--- config.mk ---
export PLATFORM = sky130hd
export DESIGN_NAME = cla_flow_alloc_age
export DESIGN_NICKNAME = d
export VERILOG_FILES = /design/src/rtl/cla_flow_alloc_age_pkg.sv /design/src/rtl/cla_flow_age_ram.sv /design/src/rtl/cla_flow_alloc_age.sv
export SDC_FILE = /design/constraint.sdc
export NUM_CORES = 1
export LEC_CHECK = 0
export CAP_MARGIN = 20
export CORE_AREA = 5 5 116 118
export DETAILED_ROUTE_END_ITERATION = 10
export DIE_AREA = 0 0 121 123
export MAX_ROUTING_LAYER = met4
export PLACE_DENSITY = 0.82
export REMOVE_ABC_BUFFERS = 1
export SETUP_SLACK_MARGIN = 0.2
export SYNTH_ARGS = -nofsm -noshare
export SYNTH_HDL_FRONTEND = slang
export SYNTH_HIERARCHICAL = 1
export SYNTH_SLANG_ARGS = --single-unit
--- constraint.sdc ---
create_clock -name clk_i -period 9.3 [get_ports clk_i]
set_clock_uncertainty 0.2 [all_clocks]
set_input_delay 2.325 -clock clk_i [delete_from_list [all_inputs] [get_ports clk_i]]
set_output_delay 2.325 -clock clk_i [all_outputs]
set_load 0.05 [all_outputs]
--- src/rtl/cla_flow_alloc_age_pkg.sv ---
// ---------------------------------------------------------------------------
// cla_flow_alloc_age_pkg
// Shared definitions for the flow-entry allocator / aging engine:
//   - default widths (pointer width, timestamp width, idle timeout)
//   - controller state encoding (CLEAR / IDLE / SCAN_RD / SCAN_EVAL)
//   - table entry layout, packed as {active, ts[TS_NBITS-1:0]}
//   - helper that applies the wrap-around expiry rule to an entry
// No ports; imported by cla_flow_alloc_age and cla_flow_age_ram users.
// ---------------------------------------------------------------------------
package cla_flow_alloc_age_pkg;

  localparam int unsigned BPTR_NBITS_DEF  = 4;
  localparam int unsigned TS_NBITS_DEF    = 8;
  localparam int unsigned AGE_TIMEOUT_DEF = 4;

  typedef enum logic [1:0] {
    ST_CLEAR     = 2'd0,
    ST_IDLE      = 2'd1,
    ST_SCAN_RD   = 2'd2,
    ST_SCAN_EVAL = 2'd3
  } AgeState_e;

  // An entry is idle-expired once the modular distance between the current
  // time and its stamp reaches the timeout; the mask keeps the subtraction
  // inside the TS_NBITS-wide time base so wrap-around is handled for free.
  function automatic logic age_expired(input logic        active,
                                       input logic [31:0] curTs,
                                       input logic [31:0] entryTs,
                                       input int unsigned tsNbits,
                                       input int unsigned timeout);
    logic [31:0] mask;
    logic [31:0] diff;
    mask = (32'd1 << tsNbits) - 32'd1;
    diff = (curTs - entryTs) & mask;
    return active && (diff >= timeout);
  endfunction

endpackage

--- src/rtl/cla_flow_age_ram.sv ---
// ---------------------------------------------------------------------------
// cla_flow_age_ram
// 1R1W table of 2^ADDR_NBITS entries x DATA_NBITS bits, registered read.
// The MSB of each entry is its active bit.
// Ports:
//   clk_i          clock
//   we_i           write enable
//   wrIfActive_i   when set, the write only lands if the stored entry is active
//   waddr_i        write address
//   wdata_i        write data
//   raddr_i        read address, data appears on rdata_o one cycle later
//   rdata_o        registered read data (write-first on address collision)
// ---------------------------------------------------------------------------
module cla_flow_age_ram #(
  parameter int unsigned ADDR_NBITS = 4,
  parameter int unsigned DATA_NBITS = 9
) (
  input  logic                  clk_i,
  input  logic                  we_i,
  input  logic                  wrIfActive_i,
  input  logic [ADDR_NBITS-1:0] waddr_i,
  input  logic [DATA_NBITS-1:0] wdata_i,
  input  logic [ADDR_NBITS-1:0] raddr_i,
  output logic [DATA_NBITS-1:0] rdata_o
);

  localparam int unsigned DEPTH = 1 << ADDR_NBITS;

  logic [DATA_NBITS-1:0] mem [DEPTH];
  logic [DATA_NBITS-1:0] rdata_q;
  logic                  wrOk;

  // Conditional writes (hit refresh) must not resurrect an entry that has
  // already been released, so they are qualified by the stored active bit.
  assign wrOk = we_i & (~wrIfActive_i | mem[waddr_i][DATA_NBITS-1]);

  // Storage and registered read; a same-address write is forwarded so the
  // reader never sees a stamp that is older than the table contents.
  always_ff @(posedge clk_i) begin
    if (wrOk) begin
      mem[waddr_i] <= wdata_i;
    end
    if (wrOk && (waddr_i == raddr_i)) begin
      rdata_q <= wdata_i;
    end else begin
      rdata_q <= mem[raddr_i];
    end
  end

  assign rdata_o = rdata_q;

endmodule

--- src/rtl/cla_flow_alloc_age.sv ---
// ---------------------------------------------------------------------------
// cla_flow_alloc_age
// Flow-entry allocator and aging engine. Pops free pointers for new flows,
// stamps entries with the current time, refreshes stamps on lookup hits and
// periodically scans the table, releasing entries idle for AGE_TIMEOUT ticks.
// Optional feature macro: CLA_FLOW_AGE_HIT_REFRESH_EN (adds hit_valid_i /
// hit_ptr_i; without it entries expire AGE_TIMEOUT ticks after allocation).
// Ports:
//   clk_i, rst_i               clock, synchronous active-high reset
//   freeb_init_done_i          free list ready; a fall restarts the table
//   freeb_empty_i              free list has no pointer
//   free_buf_ptr_i             free list head
//   free_buf_rd_o              combinational pop of the free list head
//   rel_buf_valid_o/ptr_o      registered one-cycle release of a pointer
//   alloc_req_i                level request for a new entry
//   alloc_ack_o/fail_o/ptr_o   one-cycle completion, fail, allocated pointer
//   hit_valid_i/hit_ptr_i      lookup hit (feature macro only)
//   age_tick_i                 one-cycle time advance
//   age_en_i                   enables scanning
//   table_init_done_o          table clear complete
//   active_count_o             number of active entries
// ---------------------------------------------------------------------------
module cla_flow_alloc_age
  import cla_flow_alloc_age_pkg::*;
#(
  parameter int unsigned BPTR_NBITS  = BPTR_NBITS_DEF,
  parameter int unsigned TS_NBITS    = TS_NBITS_DEF,
  parameter int unsigned AGE_TIMEOUT = AGE_TIMEOUT_DEF
) (
  input  logic                  clk_i,
  input  logic                  rst_i,
  input  logic                  freeb_init_done_i,
  input  logic                  freeb_empty_i,
  input  logic [BPTR_NBITS-1:0] free_buf_ptr_i,
  output logic                  free_buf_rd_o,
  output logic                  rel_buf_valid_o,
  output logic [BPTR_NBITS-1:0] rel_buf_ptr_o,
  input  logic                  alloc_req_i,
  output logic                  alloc_ack_o,
  output logic                  alloc_fail_o,
  output logic [BPTR_NBITS-1:0] alloc_ptr_o,
`ifdef CLA_FLOW_AGE_HIT_REFRESH_EN
  input  logic                  hit_valid_i,
  input  logic [BPTR_NBITS-1:0] hit_ptr_i,
`endif
  input  logic                  age_tick_i,
  input  logic                  age_en_i,
  output logic                  table_init_done_o,
  output logic [BPTR_NBITS:0]   active_count_o
);

  localparam int unsigned         ENTRY_NBITS = TS_NBITS + 1;
  localparam logic [BPTR_NBITS-1:0] LAST_IDX  = '1;
  localparam logic [BPTR_NBITS-1:0] IDX_ONE   = 1;
  localparam logic [BPTR_NBITS:0]   CNT_ONE   = 1;
  localparam logic [TS_NBITS-1:0]   TS_ONE    = 1;

  AgeState_e               state_q, state_d;
  logic [BPTR_NBITS-1:0]   idx_q, idx_d;
  logic [TS_NBITS-1:0]     curTs_q, curTs_d;
  logic                    scanPend_q, scanPend_d;
  logic                    initDone_q, initDone_d;
  logic                    freebSeen_q;
  logic                    ack_q, ack_d;
  logic                    fail_q, fail_d;
  logic [BPTR_NBITS-1:0]   allocPtr_q, allocPtr_d;
  logic                    relValid_q, relValid_d;
  logic [BPTR_NBITS-1:0]   relPtr_q, relPtr_d;
  logic [BPTR_NBITS:0]     activeCount_q, activeCount_d;

  logic                    allocGo;
  logic                    allocWe;
  logic                    hitWe;
  logic [BPTR_NBITS-1:0]   hitPtr;
  logic                    freebFall;
  logic                    evalBlocked;
  logic                    expired;
  logic                    scanRel;

  logic                    ramWe;
  logic                    ramWrIfActive;
  logic [BPTR_NBITS-1:0]   ramWaddr;
  logic [ENTRY_NBITS-1:0]  ramWdata;
  logic [ENTRY_NBITS-1:0]  rdData;

  // An allocation is taken only when everything is ready and we are not in
  // the ack cycle; the requester still holds alloc_req_i there.
  assign allocGo = initDone_q & freeb_init_done_i & alloc_req_i & ~ack_q;
  assign allocWe = allocGo & ~freeb_empty_i;

`ifdef CLA_FLOW_AGE_HIT_REFRESH_EN
  // A hit loses the single write port to an allocation in the same cycle.
  assign hitWe  = hit_valid_i & initDone_q & ~allocWe;
  assign hitPtr = hit_ptr_i;
`else
  assign hitWe  = 1'b0;
  assign hitPtr = '0;
`endif

  assign freebFall   = freebSeen_q & ~freeb_init_done_i;
  assign evalBlocked = allocWe | hitWe;
  assign expired     = age_expired(rdData[TS_NBITS], 32'(curTs_q),
                                   32'(rdData[TS_NBITS-1:0]), TS_NBITS,
                                   AGE_TIMEOUT);
  assign scanRel     = (state_q == ST_SCAN_EVAL) & ~evalBlocked & expired &
                       ~freebFall;

  assign free_buf_rd_o = allocWe;

  // Single table write port, priority alloc > hit > clear/scan release.
  always_comb begin
    ramWe         = 1'b0;
    ramWrIfActive = 1'b0;
    ramWaddr      = idx_q;
    ramWdata      = '0;
    if (allocWe) begin
      ramWe    = 1'b1;
      ramWaddr = free_buf_ptr_i;
      ramWdata = {1'b1, curTs_q};
    end else if (hitWe) begin
      ramWe         = 1'b1;
      ramWrIfActive = 1'b1;
      ramWaddr      = hitPtr;
      ramWdata      = {1'b1, curTs_q};
    end else if ((state_q == ST_CLEAR) || scanRel) begin
      ramWe    = 1'b1;
      ramWaddr = idx_q;
      ramWdata = '0;
    end
  end

  cla_flow_age_ram #(
    .ADDR_NBITS (BPTR_NBITS),
    .DATA_NBITS (ENTRY_NBITS)
  ) u_ram (
    .clk_i        (clk_i),
    .we_i         (ramWe),
    .wrIfActive_i (ramWrIfActive),
    .waddr_i      (ramWaddr),
    .wdata_i      (ramWdata),
    .raddr_i      (idx_q),
    .rdata_o      (rdData)
  );

  // Next-state logic for the clear/scan controller, the allocation
  // handshake, the release pulse, the time base and the active counter.
  always_comb begin
    state_d       = state_q;
    idx_d         = idx_q;
    initDone_d    = initDone_q;
    scanPend_d    = scanPend_q | age_tick_i;
    curTs_d       = age_tick_i ? (curTs_q + TS_ONE) : curTs_q;
    ack_d         = allocGo;
    fail_d        = allocGo & freeb_empty_i;
    allocPtr_d    = allocWe ? free_buf_ptr_i : '0;
    relValid_d    = scanRel;
    relPtr_d      = scanRel ? idx_q : '0;
    activeCount_d = activeCount_q;
    if (allocWe && !scanRel) begin
      activeCount_d = activeCount_q + CNT_ONE;
    end else if (scanRel && !allocWe) begin
      activeCount_d = activeCount_q - CNT_ONE;
    end

    case (state_q)
      ST_CLEAR: begin
        idx_d = idx_q + IDX_ONE;
        if (idx_q == LAST_IDX) begin
          state_d    = ST_IDLE;
          initDone_d = 1'b1;
          idx_d      = '0;
        end
      end
      ST_IDLE: begin
        if (scanPend_q && age_en_i && freeb_init_done_i) begin
          state_d    = ST_SCAN_RD;
          idx_d      = '0;
          // A tick in this very cycle still queues the following scan.
          scanPend_d = age_tick_i;
        end
      end
      ST_SCAN_RD: begin
        state_d = ST_SCAN_EVAL;
      end
      ST_SCAN_EVAL: begin
        // A blocked evaluation re-reads the same index, since its read data
        // may predate the write that just took the port.
        if (evalBlocked) begin
          state_d = ST_SCAN_RD;
        end else if (idx_q == LAST_IDX) begin
          state_d = ST_IDLE;
        end else begin
          state_d = ST_SCAN_RD;
          idx_d   = idx_q + IDX_ONE;
        end
      end
      default: begin
        state_d = ST_CLEAR;
        idx_d   = '0;
      end
    endcase

    // Losing the free list invalidates every pointer we hold.
    if (freebFall) begin
      state_d       = ST_CLEAR;
      idx_d         = '0;
      initDone_d    = 1'b0;
      scanPend_d    = 1'b0;
      curTs_d       = '0;
      activeCount_d = '0;
    end
  end

  // State and registered outputs.
  always_ff @(posedge clk_i) begin
    if (rst_i) begin
      state_q       <= ST_CLEAR;
      idx_q         <= '0;
      curTs_q       <= '0;
      scanPend_q    <= 1'b0;
      initDone_q    <= 1'b0;
      freebSeen_q   <= 1'b0;
      ack_q         <= 1'b0;
      fail_q        <= 1'b0;
      allocPtr_q    <= '0;
      relValid_q    <= 1'b0;
      relPtr_q      <= '0;
      activeCount_q <= '0;
    end else begin
      state_q       <= state_d;
      idx_q         <= idx_d;
      curTs_q       <= curTs_d;
      scanPend_q    <= scanPend_d;
      initDone_q    <= initDone_d;
      freebSeen_q   <= freeb_init_done_i;
      ack_q         <= ack_d;
      fail_q        <= fail_d;
      allocPtr_q    <= allocPtr_d;
      relValid_q    <= relValid_d;
      relPtr_q      <= relPtr_d;
      activeCount_q <= activeCount_d;
    end
  end

  assign rel_buf_valid_o   = relValid_q;
  assign rel_buf_ptr_o     = relPtr_q;
  assign alloc_ack_o       = ack_q;
  assign alloc_fail_o      = fail_q;
  assign alloc_ptr_o       = allocPtr_q;
  assign table_init_done_o = initDone_q;
  assign active_count_o    = activeCount_q;

endmodule

# ---- Word level (Yosys, flattened, before mapping)
# Memory sizes are Yosys's and may differ from the RTL's. A register that Yosys moved wholly into a read port is not among the register bits.
# Cells that the tools add are included.
dict set report word_totals {
  ff_bits 33
  ramBits 144
  input_bits 11
  output_inout_bits 18
  word_cells 80
  memories 1
}
# name depth width read_ports rd_clocked_by_memory_dff write_ports line
set mem_list {}
lappend mem_list {u_ram.mem 16 9 1 1 1 cla_flow_age_ram.sv:29} ;# logic [DATA_NBITS-1:0] mem [DEPTH];
dict set report op_classes {
  add_sub_neg 5
  order_cmp 1
  eq_ne 8
  mux 20
  bitwise 16
  reduce_logical 17
}
# operator n
set ops {}
lappend ops {{4-bit 2-to-1 mux} 5}
lappend ops {{4-bit one-hot mux with 3 select lines} 1}
lappend ops {{5-bit 2-to-1 mux} 2}
lappend ops {{1-bit bitwise AND} 9}
lappend ops {{9-bit 2-to-1 mux} 1}
lappend ops {{8-bit by 1-bit adder with 8-bit output (second input constant)} 1}
lappend ops {{8-bit by 3-bit greater-or-equal comparator with 1-bit output (second input constant)} 1}
lappend ops {{2-bit 2-to-1 mux} 4}
lappend ops {{2-bit one-hot mux with 4 select lines} 1}
lappend ops {{8-bit subtractor} 1}
lappend ops {{1-bit 2-to-1 mux} 6}
lappend ops {{2-bit != test (second input constant)} 3}
lappend ops {{1-bit inverter} 6}
lappend ops {{2-bit OR reduction} 3}
lappend ops {{5-bit by 1-bit adder with 5-bit output (second input constant)} 1}
lappend ops {{1-bit logical AND} 5}
lappend ops {{5-bit by 1-bit subtractor with 5-bit output (second input constant)} 1}
lappend ops {{4-bit by 1-bit adder with 4-bit output (second input constant)} 1}
lappend ops {{2-bit equality test (second input constant)} 2}
lappend ops {{4-bit equality test (second input constant)} 1}
lappend ops {{2-bit AND reduction} 2}
lappend ops {{4-bit AND reduction} 1}
lappend ops {{3-bit nonzero test} 1}
lappend ops {{2-bit by 1-bit equality test with 1-bit output (second input constant)} 1}
lappend ops {{6 further kinds} 7}

# ---- Logic depth before layout (Yosys ltp)
# Gate-level depths: netlist of the first run.
dict set report logic_depth {
  word_depth 13
  mapped_depth 22
  depth_no_buf 20
}

# ---- Hierarchy
# Netlist of the first run, hierarchy kept.
# module instances cells_per_inst area_per_inst_um2 seq_area_each_um2
set modules_own_cells {}
lappend modules_own_cells {cla_flow_age_ram 1 263 5840.6 4404.2}
lappend modules_own_cells {cla_flow_alloc_age 1 221 1899.3 660.6}

# ---- Worst setup path before layout of the first run
# OpenSTA, ideal clock, no wires.
dict set report synth_path {
  kind {input port to flip-flop}
  from {input port alloc_req_i}
  to {memory u_ram.mem[8][0], enable pin}
  setup_time_ns 0.427
  arrival_ns 5.428
  t_required_ns 8.673
  slack_ns 3.245
  stages 10
  n_path_buf 3
  path_cell_list {nand3b_1 or3b_1 buf_6 inv_2 buf_2 nand2_1 nand2_1 buf_2 nand3b_1 a2111oi_0}
}
dict set report synth_between {
  word_cells_on_any_way 13
}
# item line
set synth_lines {}
lappend synth_lines {{start, declared} cla_flow_alloc_age.sv:38} ;# input logic alloc_req_i,
lappend synth_lines {{1-bit bitwise AND (2 in series)} cla_flow_alloc_age.sv:88} ;# assign allocGo = initDone_q & freeb_init_done_i & alloc_req_i & ~ack_q;
lappend synth_lines {{1-bit bitwise AND} cla_flow_alloc_age.sv:89} ;# assign allocWe = allocGo & ~freeb_empty_i;
lappend synth_lines {{net free_buf_rd_o} cla_flow_alloc_age.sv:35} ;# output logic free_buf_rd_o,
lappend synth_lines {{4-bit 2-to-1 mux} cla_flow_alloc_age.sv:116} ;# if (allocWe) begin
lappend synth_lines {{net ramWaddr[3]} cla_flow_alloc_age.sv:82} ;# logic [BPTR_NBITS-1:0] ramWaddr;
lappend synth_lines {{end, declared} cla_flow_age_ram.sv:29}
# The timed path passes the listed nets, and every way through them passes these cells.

# ---- Worst setup path in the final report of the first run
dict set report layout_path {
  from {input port alloc_req_i}
  to {output port free_buf_rd_o}
}
dict set report layout_between {
  elab_chain_len 3
}
# item line
set layout_rtl {}
lappend layout_rtl {{1-bit bitwise AND (2 in series)} cla_flow_alloc_age.sv:88}
lappend layout_rtl {{1-bit bitwise AND} cla_flow_alloc_age.sv:89}
lappend layout_rtl {{end, declared} cla_flow_alloc_age.sv:35}
# Every way passes these cells.

==> run metrics, run 1 <==
Synth Flop Type=edfxtp_1; pwr/cell area=196.4 nW/µm²; Die Y=123 µm; Synth Area per Inst=15.99 µm²; Layout area overhead=12.77%; Layout Cells excl Fill=702; slew of the pin with the lowest slew margin=~0.9 ns; path type of the worst setup path=primary input to output pin; commonest cells after routing, fill and taps aside=144 x edfxtp_1, 41 x nor2_1, 36 x dfxtp_1; final wirelength=15.09 mm; Slew Viols, Final=0; Yosys warnings=6; initial antenna violation count=0; width of the chip=121 µm; Pleak=3.157 nW; GRT Overall Usage=22.77%; fmax=137.3 MHz; Root Driver=clkbuf_16; I/O pin count=29; first-pass GRT wire length=23.96 mm; CTS tree=done; pin count of the biggest net entering global routing=37; Fin Setup TNS=0 ns; commonest non-fill, non-tap cell in the layout=edfxtp_1; Via density=6.235; initial DRC count=around 340; Hold Fails Final Rpt=0; 1st-pass router iterations=5; Required @ worst endpoint=6.78 ns; routed via count=roughly 4,400; status=finished clean; Post-synth EDFFs=roughly 140; number of routed nets with antenna violations=0; Remaining DRCs=0; vias in the first global route=4,296; Slew headroom=38.96%; fin crit period=~7.3 ns; Worst VDD drop=0.1350 mV; antenna diode count=0; grt total ovfl=0; Skew-Pair Late Insertion Delay=0.42 ns; Final Wtd Congestion=0.9045; clock sinks=181; Post-CTS Setup Bufs=0; WP data arrival=4.76 ns; Crit. End Element=output pin; Synth Instances=484; Max Buffers Root-to-Sink=2; hold bufs inserted after CTS=0; Distinct cells, synth=61; clock-pin slew on the worst setup and hold paths=0.06 ns; fraction of registers with async set or reset after synthesis=0%; total CTS buffers=17; number of setup violations in the final report=0; CP max FO=30; share of layout cells above drive strength 1=13.96%; min-delay src=idx_q[1]; die area=14,880 µm²; core area=12,360 µm²; post-DP HPWL=9.794 mm; H-tree Lvls=4; port bufs=28; RSZ-0062 raised after global routing=false; Crit. Startpoint=alloc_req_i; Synth Cell Area=approximately 7700 µm²; dpl cells=approximately 670; fin crit share=between 70% and 80%; # rows=41; register bit count reported by yosys=181; HP Class=register to register; Critical Path Source Type=primary input; layout net count=about 550; initial core utilization=62.60%; # Max-Cap Violations=0; average wire per standard cell=21.50 µm; register area share after synthesis=65.44%; Resized Gates After CTS=0
## layer usage
metal	global-route usage, %	vias to the layer above	share of wire, %
met2	36.09	199	51
met4	7.507	0	1.9
li1	-	1944	-
met5	-	-	0
met1	29.48	2205	40
met3	5.581	29	6.3
## where the power goes
group / total, mW / leakage, nW / internal (mW) / switching [mW]
Sequential: 0.885 / 1.84 / 0.878 / 0.00641
Combinational: 0.138 / 1.04 / 0.0619 / 0.0763
Clock: 0.692 / 0.269 / 0.417 / 0.274
## stage by stage
stage          utilization [%]  hold slack, ns  power, mW  worst slack, ns  instance area (µm²)
2_1_floorplan                -          0.1862      1.000            3.211                 7589
3_3_place_gp             65.92          0.2069      1.034            2.107                 8150
3_5_place_dp             65.92          0.2152      1.039            2.027                 8150
4_1_cts                  70.54          0.2267      1.724            2.013                 8721
5_1_grt                  70.60          0.2380      1.782            1.891                 8728
6_report                 70.60          0.2337      1.715            2.016                 8728
## worst max-delay path, stage by stage
cell	delay, ns
clkdlybuf4s50_1	0.45
nand3b_1	0.09
or3b_1	0.54
inv_2	0.45
clkdlybuf4s50_1	0.90
## area by class of cell
class | count | area [µm²]
Clock inverter | 10 | 133.9
Tap cell | 172 | 215.2
Timing Repair Buffer | 36 | 340.3
Sequential cell | 181 | 5066
Fill cell | 774 | 3635
Inverter | 14 | 52.55
Clock buffer | 20 | 436.7
Multi-Input combinational cell | 269 | 2484
## cells in the mapped netlist, types with 5 or more instances
master | n | area (µm²)
xor2_1 | 8 | 70.07
and2_1 | 13 | 81.33
nor3b_1 | 9 | 67.56
inv_1 | 13 | 48.80
mux2i_1 | 5 | 50.05
xnor2_1 | 7 | 61.31
edfxtp_1 | 144 | 4324
a22oi_1 | 18 | 135.1
clkbuf_1 | 6 | 22.52
o21ai_0 | 6 | 30.03
mux4_1 | 14 | 367.9
dfxtp_1 | 37 | 740.7
a21oi_1 | 16 | 80.08
nand4_1 | 5 | 31.28
ha_1 | 13 | 162.7
nor2_1 | 41 | 153.9
mux4_2 | 26 | 585.6
nand2_1 | 31 | 116.4
buf_2 | 5 | 25.02
## kinds of logic (layout without fill, tap and decap cells)
kind of cell             count (synthesis)  after routing  share of synthesized area (%)
adder cells (fa/ha/maj)                 15             15                          2.619
buffers and inverters                   36             80                          2.732
AO/OA/AOI/OAI                           65             65                          6.418
other                                    1              3                        0.04845
multiplexers                            45             45                          12.96
XOR/XNOR                                15             15                          1.697
flip-flops                             181            181                          65.44
AND/OR/NAND/NOR                        126            126                          8.083
## flip-flops by register name, indices dropped and copies added, names as in the netlist, named ones only
register           cells
alloc_ptr_o            4
scanPend_q             1
state_q                2
rel_buf_ptr_o          4
idx_q                  4
u_ram/mem            144
freebSeen_q            1
alloc_fail_o           1
curTs_q                8
table_init_done_o      1
rel_buf_valid_o        1
alloc_ack_o            1
active_count_o         5
## final timing paths
check	slack, ns	cells past startpoint	to
worst max-delay path	2.02	5	free_buf_rd_o
worst min register to register	0.23	0	register
worst min-delay path	0.23	0	register
worst max register to register	3.73	18	active_count_o[4]
Note: power is estimated with default switching activity, not from simulation.
==> inputs of run 2 (changes only) <==
Settings changed: CORE_AREA 5 5 116 118 to 5 5 119 121, DIE_AREA 0 0 121 123 to 0 0 124 126, PLACE_DENSITY 0.82 to 0.79.
Clock period 9.3 ns to 7.44 ns, I/O delays scaled along.
==> run 2 against run 1 <==
Effect of this change: hold slack gained 0.014 ns; via count shrank 0.34%; first-iteration DRC count grew 57%; count of clock-buffer cells in the layout grew 3; flip-flop and latch count is the same; final cell count grew 1.1%; combinational power grew 24%; non-clock buffer count grew 2; power grew 27%; sequential power grew 27%; register-to-register slack lost 2.0 ns.
==> run metrics, run 2 (synthesized netlist as in run 1, its figures left out) <==
Remaining DRCs=0 (unchanged); Die Y=126 µm (+2.4%); status=finished clean; width of the chip=124 µm (+2.5%); I/O pin count=29 (unchanged); Reg power frac=51.1% (-0.5 points); share of layout cells above drive strength 1=15.17% (+1.2 points); port bufs=28 (unchanged); WP data arrival=3.92 ns (-0.84 ns); dpl cells=676 (+0.75%); fmax=approximately 170 MHz; H-tree Lvls=4 (unchanged); die area=15,620 µm² (+5.0%); Sw Ratio=21.82% (+0.99 points); clock sinks=181 (unchanged); Comb pwr share=7.8% (-0.3 points); Slew headroom=26.23% (-13 points); Max Buffers Root-to-Sink=2 (unchanged); pwr/cell area=247.5 nW/µm² (+26%); slew of the pin with the lowest slew margin=1.102 ns (+0.1903 ns); initial DRC count=526 (+57%); Critical Path Source Type=primary input; final wirelength=15.75 mm (+4.3%); min-delay src=idx_q[0]; Largest register FFs=144 (unchanged); vias in the first global route=4,402 (+2.5%); CP max FO=10 (-67%); hold path depth=0 (unchanged); R2R Setup Slk=1.78 ns (-1.95 ns); total CTS buffers=17 (unchanged); fin crit period=approximately 6 ns; number of routed nets with antenna violations=0 (unchanged); path type of the worst setup path=primary input to output pin; first-pass GRT wire length=24.76 mm (+3.3%); Power Total=2.182 mW (+27%); grt total ovfl=0 (unchanged); fin crit share=80.38%; Pleak=3.218 nW (+1.9%); 1st-pass router iterations=5 (unchanged); reg-to-reg endpoint=active_count_o[4]; # Max-Cap Violations=0 (unchanged); clock-pin slew on the worst setup and hold paths=0.06 ns (about the same); Required @ worst endpoint=5.38 ns (-1.40 ns); Via density=6.144 (-1.5%); Skew-Pair Late Insertion Delay=0.43 ns (about the same); Resized Gates After CTS=0 (unchanged); hold bufs inserted after CTS=0 (unchanged); initial antenna violation count=0 (unchanged); routed via count=4,362 (-0.34%); initial core utilization=59.63% (-3.0 points); Layout Cells excl Fill=710 (+1.1%); commonest cells after routing, fill and taps aside=144 x edfxtp_1, 41 x nor2_1, 36 x dfxtp_1; Hold Fails Final Rpt=0 (unchanged); post-DP HPWL=10.03 mm (+2.4%); pin count of the biggest net entering global routing=30 (-19%); Slew Viols, Final=0 (unchanged); sw power=0.4759 mW (+33%); commonest non-fill, non-tap cell in the layout=edfxtp_1; r2r worst-path depth=18 (unchanged); average wire per standard cell=22.18 µm (+3.2%); layout net count=547 (+0.37%); Layout Utilization=67.91% (-2.7 points); CTS tree=done; Worst VDD drop=0.2318 mV (+72%); Layout area overhead=13.89%; Fin Setup TNS=0 ns (unchanged); Final Wtd Congestion=0.9077 (+0.35%); GRT Overall Usage=22.15% (-0.62 points); Clock power frac=41.0% (+0.7 points); Root Driver=clkbuf_16; Crit. End Element=output pin; antenna diode count=0 (unchanged); RSZ-0062 raised after global routing=false; number of setup violations in the final report=0 (unchanged); most flop-heavy register=u_ram/mem; # rows=42 (+2.4%); HP Class=register to register; Post-CTS Setup Bufs=0 (unchanged); core area=12,980 µm² (+5.0%); internal cell power=1.706 mW (+26%)
run 2: critical path, stage by stage:
cell	delay [ns]
clkdlybuf4s50_1	0.46
nand3b_1	0.09
or3b_1	0.55
inv_2	0.14
clkdlybuf4s50_1	0.81
run 2: final cells by class:
type	count	area (µm²)
repair buffers	38	375.4
clock buffers	23	554.3
fillers	846	4165
flip-flops and latches	181	5066
well taps	176	220.2
multi-input cells	269	2489
clock inverters	9	57.56
inverters	14	52.55
run 2: per-stage QoR:
stage	instance area [µm²]	worst slack [ns]	hold WS, ns
after floorplan	7589	1.351	0.1862
after global placement	8168	1.496	0.2265
after detailed placement	8168	1.490	0.2343
after CTS	8780	1.445	0.2480
after global routing	8815	1.344	0.2683
final	8815	1.459	0.2475
run 2: power by group through the flow:
stage | registers (mW) | logic [mW] | clock network, mW
6_report | 1.12 | 0.171 | 0.895
5_1_grt | 1.12 | 0.184 | 0.953
4_1_cts | 1.12 | 0.162 | 0.907
3_5_place_dp | 1.14 | 0.161 | 0
3_3_place_gp | 1.14 | 0.156 | 0
2_1_floorplan | 1.14 | 0.115 | 0
run 2: per-layer routing:
metal  vias up  share of wire [%]  global-route usage [%]
met5         -                  0                       -
met4         0                1.7                   7.539
met3        22                5.0                   3.677
met2       156                 51                   34.90
met1      2235                 42                   29.65
li1       1949                  -                       -
run 2: worst max-delay path by stage:
| stage | slack, ns | to | from |
|---|---|---|---|
| 3_3_place_gp | 1.50 | free_buf_rd_o | alloc_req_i |
| 2_1_floorplan | 1.35 | u_ram/mem[8][0] | register |
| 5_1_grt | 1.34 | active_count_o[4] | register |
| 3_5_place_dp | 1.49 | free_buf_rd_o | alloc_req_i |
| 6_report | 1.46 | free_buf_rd_o | alloc_req_i |
| 4_1_cts | 1.44 | free_buf_rd_o | alloc_req_i |
==> inputs of run 3 (changes only) <==
Clock period 7.44 ns to 5.74 ns, I/O delays scaled along.
==> run 3 against run 2 <==
Effect of this change: core utilization up 0.21 points; power up 28%; clock power up 26%.
==> run metrics, run 3 (synthesized netlist as in run 1, its figures left out) <==
status=finished clean; pin count of the biggest net entering global routing=37 (+23%); clock-pin slew on the worst setup and hold paths=0.06 ns (about the same); Top Layer Used=met4; Comb pwr share=8.2% (+0.4 points); met3 wire len=956 µm (+22%); Sw Ratio=22.28% (+0.46 points); fmax=199.0 MHz; sw power=0.6220 mW (+31%); total CTS buffers=17 (unchanged); CP max FO=36 (+26); Pleak=3.233 nW (+0.46%); core area=12,980 µm² (unchanged); layout net count=557 (+1.8%); HP Class=register to register; Critical Path Source Type=register; Crit. End Element=register; Place WS=0.6880 ns (-0.8020 ns); most flop-heavy register=u_ram/mem; Hold Fails Final Rpt=0 (unchanged); initial core utilization=59.63% (unchanged); CTS tree=done; initial antenna violation count=0 (unchanged); # Max-Cap Violations=0 (unchanged); H-tree Lvls=4 (unchanged); Largest register FFs=144 (unchanged); 1st-pass router iterations=5 (unchanged); grt total ovfl=0 (unchanged); routed via count=4,320 (-0.96%); WP data arrival=5.18 ns (+1.26 ns); RSZ-0062 raised after global routing=false; Required @ worst endpoint=5.89 ns (+0.51 ns); clock sinks=181 (unchanged); Die Y=126 µm (unchanged); Root Driver=clkbuf_16; internal cell power=2.170 mW (+27%); I/O pin count=29 (unchanged); post-place instance area=8263 µm² (+1.2%); Via density=6.000 (-2.3%); final wirelength=15.32 mm (-2.7%); Slew Viols, Final=0 (unchanged); port bufs=28 (unchanged); Resized Gates After CTS=0 (unchanged); hold path depth=0 (unchanged); vias in the first global route=4,334 (-1.5%); commonest cells after routing, fill and taps aside=144 x edfxtp_1, 41 x nor2_1, 36 x dfxtp_1; met1 WL=6.156 mm (-7.0%); final worst setup slack=0.7156 ns (-0.7438 ns); Worst VDD drop=0.3905 mV (+69%); fin crit period=5.024 ns; number of routed nets with antenna violations=0 (unchanged); final cell area excluding filler cells=8842 µm² (+0.31%); post-DP HPWL=10.16 mm (+1.3%); average wire per standard cell=21.28 µm (-4.1%); width of the chip=124 µm (unchanged); Clock power frac=40.4% (-0.6 points); share of layout cells above drive strength 1=16.36% (+1.2 points); path type of the worst setup path=register to register; Slew headroom=40.30% (+14 points); Max Buffers Root-to-Sink=2 (unchanged); Remaining DRCs=0 (unchanged); r2r worst-path depth=18 (unchanged); GRT Overall Usage=21.50% (-0.65 points); initial DRC count=398 (-24%); Post-CTS Setup Bufs=0 (unchanged); commonest non-fill, non-tap cell in the layout=edfxtp_1; number of setup violations in the final report=0 (unchanged); Final Wtd Congestion=0.8827 (-2.8%); # rows=42 (unchanged); Reg power frac=51.3% (+0.2 points); antenna diode count=0 (unchanged); die area=15,620 µm² (unchanged); pwr/cell area=315.8 nW/µm² (+28%); slew of the pin with the lowest slew margin=0.8922 ns (-0.2102 ns); met2 wire len=7.946 mm (-1.6%); first-pass GRT wire length=23.93 mm (-3.3%); fin crit share=87.53%; Power Total=2.792 mW (+28%); hold bufs inserted after CTS=0 (unchanged); Layout area overhead=14.24%; Skew-Pair Late Insertion Delay=0.42 ns (about the same)
==> run 3: cell types whose count changed in the layout (fill, tap and decap cells not counted), moves of 2 or more <==
cell,delta
bufinv_16,+2
clkbuf_16,-5
clkinv_2,-3
inv_4,-2
clkinv_1,+4
buf_4,+11
clkinvlp_4,+2
inv_6,+2
==> run 3: final cells by class <==
cell class	instances	area, µm²
Timing Repair Buffer	48	440.4
Multi-Input combinational cell	269	2484
Fill cell	873	4138
Clock buffer	17	425.4
Inverter	14	52.55
Sequential cell	181	5066
Tap cell	176	220.2
Clock inverter	15	153.9
==> run 3: power groups by stage <==
| stage | logic, mW | registers [mW] | clock network (mW) |
|---|---|---|---|
| 3_3_place_gp | 0.222 | 1.46 | 0 |
| 2_1_floorplan | 0.149 | 1.47 | 0 |
| 4_1_cts | 0.229 | 1.43 | 1.14 |
| 3_5_place_dp | 0.228 | 1.46 | 0 |
| 6_report | 0.230 | 1.43 | 1.13 |
| 5_1_grt | 0.247 | 1.43 | 1.21 |
==> run 3: critical path, stage by stage, from the launching register on <==
cell	delay [ns]
dfxtp_2	0.34
buf_12	0.27
mux4_1	0.59
a22oi_1	0.29
nand2_1	0.10
inv_1	0.06
ha_1	0.31
nor3b_1	0.19
a2111oi_1	0.36
nand4_1	0.20
o31ai_4	0.37
ha_1	0.26
inv_1	0.10
fa_1	0.41
a21o_1	0.17
a21oi_1	0.17
xnor2_1	0.10
or3_1	0.31
a21oi_1	0.13
==> run 3: path summary, 6_finish.rpt <==
path / end / startpoint / slack, ns
max: active_count_o[4] / register / 0.72
min reg2reg: register / idx_q[1] / 0.23
min: register / idx_q[1] / 0.23
max reg2reg: active_count_o[4] / register / 0.72
==> run 3: stage by stage <==
stage / cells / hold slack (ns) / setup TNS, ns / utilization [%]
floorplan: 464 / 0.1862 / -6.278 / -
global placement: 688 / 0.2133 / 0 / 63.66
detailed placement: 688 / 0.2145 / 0 / 63.66
CTS: 720 / 0.2286 / 0 / 68.12
global route: 720 / 0.2394 / 0 / 68.12
finish: 720 / 0.2266 / 0 / 68.12
==> run 3: routing by layer <==
layer | track usage [%] | vias to the layer above
met5 | - | -
met4 | 5.863 | 0
met3 | 4.888 | 26
met2 | 35.06 | 174
met1 | 27.38 | 2145
li1 | - | 1975
